[src/rtl/prienc_pkg.sv]
// Shared types and constants for the registered N-input priority arbiter.
package prienc_pkg;

    typedef enum logic {
        IDLE  = 1'b0,
        GRANT = 1'b1
    } state_t;

    localparam logic MODE_FIXED = 1'b0;
    localparam logic MODE_RR    = 1'b1;

endpackage

[src/rtl/prienc_search.sv]
// Combinational rotated search: scans start, start-1, ..., 0, N-1, ... and reports
// the first set request. Fixed mode always starts at N-1 (plain highest-index-first).
module prienc_search
    import prienc_pkg::*;
#(
    parameter  int unsigned N     = 8,
    localparam int unsigned IDX_W = $clog2(N)
) (
    input  logic [N-1:0]     req,
    input  logic [IDX_W-1:0] start,
    input  logic             mode,
    output logic             found,
    output logic [IDX_W-1:0] idx
);

    logic [IDX_W-1:0] first;
    logic [IDX_W-1:0] pos;

    // Walk the order back to front so the earliest position in the order wins.
    always_comb begin
        found = 1'b0;
        idx   = '0;
        pos   = '0;
        first = (mode == MODE_RR) ? start : IDX_W'(N - 1);
        for (int i = int'(N) - 1; i >= 0; i--) begin
            pos = IDX_W'((int'(first) + int'(N) - i) % int'(N));
            if (req[pos]) begin
                found = 1'b1;
                idx   = pos;
            end
        end
    end

endmodule

[src/rtl/prienc_arb_n.sv]
// Registered N-input arbiter with sticky grant held until ack; fixed-priority or
// round-robin selection, one idle bubble between consecutive grants.
module prienc_arb_n
    import prienc_pkg::*;
#(
    parameter  int unsigned N     = 8,
    localparam int unsigned IDX_W = $clog2(N)
) (
    input  logic             clk,
    input  logic             rst,
    input  logic             mode,
    input  logic [N-1:0]     req,
    input  logic             ack,
    output logic             gnt_valid,
    output logic [IDX_W-1:0] gnt_idx,
    output logic [N-1:0]     gnt_onehot
);

    state_t           state_q, state_d;
    logic [IDX_W-1:0] rr_ptr_q, rr_ptr_d;
    logic             gnt_mode_q, gnt_mode_d;
    logic             valid_d;
    logic [IDX_W-1:0] idx_d;
    logic [N-1:0]     onehot_d;
    logic             found;
    logic [IDX_W-1:0] win;

    prienc_search #(.N(N)) u_search (
        .req   (req),
        .start (rr_ptr_q),
        .mode  (mode),
        .found (found),
        .idx   (win)
    );

    always_ff @(posedge clk) begin
        if (rst) begin
            state_q    <= IDLE;
            rr_ptr_q   <= IDX_W'(N - 1);
            gnt_mode_q <= MODE_FIXED;
            gnt_valid  <= 1'b0;
            gnt_idx    <= '0;
            gnt_onehot <= '0;
        end else begin
            state_q    <= state_d;
            rr_ptr_q   <= rr_ptr_d;
            gnt_mode_q <= gnt_mode_d;
            gnt_valid  <= valid_d;
            gnt_idx    <= idx_d;
            gnt_onehot <= onehot_d;
        end
    end

    // Mode is latched with the grant so the pointer update follows the arbitration mode.
    always_comb begin
        state_d    = state_q;
        rr_ptr_d   = rr_ptr_q;
        gnt_mode_d = gnt_mode_q;
        valid_d    = gnt_valid;
        idx_d      = gnt_idx;
        onehot_d   = gnt_onehot;
        unique case (state_q)
            IDLE: begin
                valid_d  = 1'b0;
                onehot_d = '0;
                if (found) begin
                    state_d    = GRANT;
                    gnt_mode_d = mode;
                    valid_d    = 1'b1;
                    idx_d      = win;
                    onehot_d   = N'(1) << win;
                end
            end
            GRANT: begin
                if (ack) begin
                    state_d  = IDLE;
                    valid_d  = 1'b0;
                    onehot_d = '0;
                    if (gnt_mode_q == MODE_RR) begin
                        rr_ptr_d = (gnt_idx == '0) ? IDX_W'(N - 1) : gnt_idx - IDX_W'(1);
                    end
                end
            end
            default: state_d = IDLE;
        endcase
    end

endmodule

[config.mk]
export PLATFORM = sky130hd
export DESIGN_NAME = prienc_arb_n
export DESIGN_NICKNAME = d
export VERILOG_FILES = /design/src/rtl/prienc_pkg.sv /design/src/rtl/prienc_search.sv /design/src/rtl/prienc_arb_n.sv
export SDC_FILE = /design/constraint.sdc
export NUM_CORES = 1
export LEC_CHECK = 0
export BUFFER_PORTS_ARGS = -buffer_cell sky130_fd_sc_hd__buf_2
export CORE_MARGIN = 2
export CORE_UTILIZATION = 40
export CTS_CLUSTER_SIZE = 10
export DETAILED_ROUTE_END_ITERATION = 10
export PLACE_DENSITY_LB_ADDON = 0.3
export SETUP_SLACK_MARGIN = 0.4
export SYNTH_ARGS = -nofsm -noshare
export SYNTH_HDL_FRONTEND = slang
export SYNTH_SLANG_ARGS = --single-unit
[constraint.sdc]
create_clock -name clk -period 3.67 [get_ports clk]
set_clock_uncertainty 0.2 [all_clocks]
set_input_delay 0.1835 -clock clk [delete_from_list [all_inputs] [get_ports clk]]
set_output_delay 0.1835 -clock clk [all_outputs]
set_load 0.01 [all_outputs]
==> summary.txt <==
Route
  – DR WL met3: 192 um
  – # DRC: 0
  – DR vias: 1759
  – 1st-pass router iterations: 5
  – Post-Route WL: 4.798 mm
  – Max layer used: met4
  – DR vias/cell: a little over 6
  – Met1 Wirelength: between 2 and 2.5 mm
  – DR iter-0 viols: 133
  – Antenna-violating nets left: 0
  – Drt wl/cell: 16.72 um
  – Met2 wire length: 2.321 mm

Synthesis
  – Syn avg cell area: between 8 and 9 sq um
  – Mapped Area: 0.001768 sq mm
  – Synth warn: 0
  – Yosys top cell by area: dfxtp_1
  – Flop and latch count out of synthesis: 17
  – EDFF count, synth: 0
  – Gate Count Post-Synth: 211
  – Asr flop ratio synth: 0%
  – Register area share after synthesis: 19.25%
  – Synth Flop Type: dfxtp_1
  – Synth unique cells: 66
  – Yosys top cell area share: 19.25%
  – Top cells by area, synth: dfxtp_1, mux4_2, nand2_1, a21oi_1, mux2_2
  – Synth Net Count: 227

Worst setup path
  – Arr. time, crit path: about 3 ns
  – Crit. End Element: flip-flop
  – R2R cell count: 10
  – CP Class: reg -> reg
  – Crit Path Max Fanout: 10
  – Critical Path Start Type: flip-flop
  – CP required: 3.62 ns

Placed design
  – Detailed-placement wirelength estimate: 3.632 mm
  – RePlAce Congestion: just under 1
  – I/O Buffers: 23
  – Instance area at placement: ~0.0019 sq mm

STA
  – Max-slew headroom: roughly 65%
  – RSZ-0062 raised after global routing: false
  – Setup_tns: 0 ns
  – Fmax: 322.6 MHz
  – Slew @ Worst Pin: 0.5246 ns
  – Slew Limit Fails: 0
  – Final period utilization: 84.47%
  – Final Hold Viols: 0
  – Fin crit period: 3.100 ns
  – Final setup violation count: 0

Global route
  – Overflow after GRT: 0
  – Initial antenna violation count: 0
  – Total track usage: 19.60%
  – Largest net degree at the start of global routing: 23
  – First-pass GRT wire length: 7.872 mm
  – Vias in the first global route: ~1600

Clock network
  – Root buf cell: clkbuf_8
  – CTS tree: yes
  – Clock Pin Slew Worst Setup and Hold Paths: 0.07 ns
  – H-tree lvl count: 1
  – CTS Buf Count: 3
  – Clock Tree Buf Depth: 2
  – Clock latency on the worst-skew pair: 0.26 ns
  – Clock Sinks: 17

Floorplanning
  – Top Ports: 24
  – Starting density of the core: 41.17%
  – Core region area: 0.004294 sq mm
  – Die Ht: 70.48 um
  – Die X: 70.48 um
  – Row count: 24
  – Die area: 0.004967 sq mm

Power
  – Cell area power density: 247.8 mW/mm^2
  – Pwr Total: 0.4952 mW
  – Worst vdd ir: around 0.19 mV
  – Leakage: 0.8052 nW

Status
  – Outcome: finished clean

Finish
  – Fin nets: 252
  – Share of cells above drive strength 1: 27.66%
  – Syn-to-layout area delta: 13.02%
  – Design area: 0.001998 sq mm
  – Ant. Diodes: 0

Flow run
  – Max Cap Viol: 0

Min path
  – Hold Path Class: in -> reg
  – Hold-critical path depth: 3
[sequential cells by signal, indices dropped and copies added (netlist names)]
name / cells
gnt_onehot: 8
gnt_idx: 3
gnt_mode_q: 1
rr_ptr_q: 3
gnt_valid: 1
state_q: 1
[area by class of cell]
class | count | area [sq um]
Clock buffer | 3 | 41.29
Clock inverter | 1 | 5.005
Fill cell | 409 | 2296
Inverter | 9 | 36.28
Multi-Input combinational cell | 174 | 1334
Sequential cell | 17 | 341.6
Tap cell | 52 | 65.06
Timing Repair Buffer | 31 | 175.2
[Yosys cell counts (all sizes together), types with 3 or more instances]
library cell and n:
nor3b 7, mux2 6, nand3 5, o211ai 3, o21ai 5, and3b 4, nand2 22, nor4 4
inv 9, nor2 9, nand4 4, ha 4, o21bai 3, buf 10, a21boi 5, dfxtp 17
nand2b 5, o31ai 5, or2 4, a21oi 15, xor2 3, a32o 4, nor2b 3, xnor2 3
a211oi 4, mux2i 4, a31oi 4, mux4 4
[kinds of logic after synthesis]
family / synth area share (%)
compound gates: 29.72
xor+xnor: 2.973
flops: 19.25
fa+ha+maj: 2.831
mux: 11.39
buf+inv: 5.661
simple gates: 28.17
[placed cells by master, fill, tap and decap left out, types with 4 or more instances in the layout]
cell,count
nand3_1,5
nand2b_1,5
nor3b_1,5
dfxtp_1,16
o31ai_1,5
or2_2,4
a21boi_0,4
a32o_1,4
inv_1,6
nand4_1,4
nor2_1,9
and3b_1,4
ha_1,4
mux2_2,5
buf_2,23
nand2_1,22
mux4_2,4
o21ai_0,4
buf_4,8
a211oi_1,4
a21oi_1,15
mux2i_1,4
[metrics by stage]
stage	std cells	util, %	setup slack, ns	hold slack (ns)
global route	287	46.53	0.4069	0.06954
CTS	287	46.36	0.4151	0.04693
global placement	283	45.28	0.3951	0.2357
detailed placement	283	45.28	0.3583	0.2385
floorplan	211	-	0.5074	0.1932
finish	287	46.53	0.5700	0.04682
[worst paths after layout]
check	end	slack, ns	from
max	gnt_onehot[7]$_SDFFE_PP0P_	0.57	rr_ptr_q[0]$_SDFFE_PP1P_
min	gnt_mode_q$_SDFFE_PP0P_	0.05	mode
max reg2reg	gnt_onehot[7]$_SDFFE_PP0P_	0.57	rr_ptr_q[0]$_SDFFE_PP1P_
min reg2reg	gnt_onehot[4]$_SDFFE_PP0P_	0.25	gnt_onehot[4]$_SDFFE_PP0P_
[report_power, final]
| part | switching [mW] | internal [mW] | leakage (nW) | total, mW |
|---|---|---|---|---|
| Combinational | 0.0883 | 0.0617 | 0.641 | 0.150 |
| Sequential | 0.00760 | 0.195 | 0.139 | 0.203 |
| Clock | 0.0670 | 0.0756 | 0.0255 | 0.143 |
[what timing repair did]
| item | in CTS | in global routing |
|---|---|---|
| setup endpoints to repair | 0 | 13 |
| gates resized for setup | 0 | 3 |
| hold buffers | 0 | 0 |
| setup buffers | 0 | 0 |
[per-layer routing]
layer / track usage, % / vias up
met5: 0 / -
met2: 31.87 / 41
met1: 26.41 / 844
li1: - / 865
met4: 7.051 / 0
met3: 2.597 / 9
[worst max-delay path: stages, from the launching register on]
cell       delay [ns]
dfxtp_1          0.31
nor2b_1          0.28
inv_4            0.13
ha_1             0.28
xnor2_1          0.41
mux2_2           0.39
o2111ai_1        0.18
o211ai_1         0.14
a31oi_2          0.34
nor4_4           0.09
a32o_1           0.25
Power figures use the tool's default switching activity.
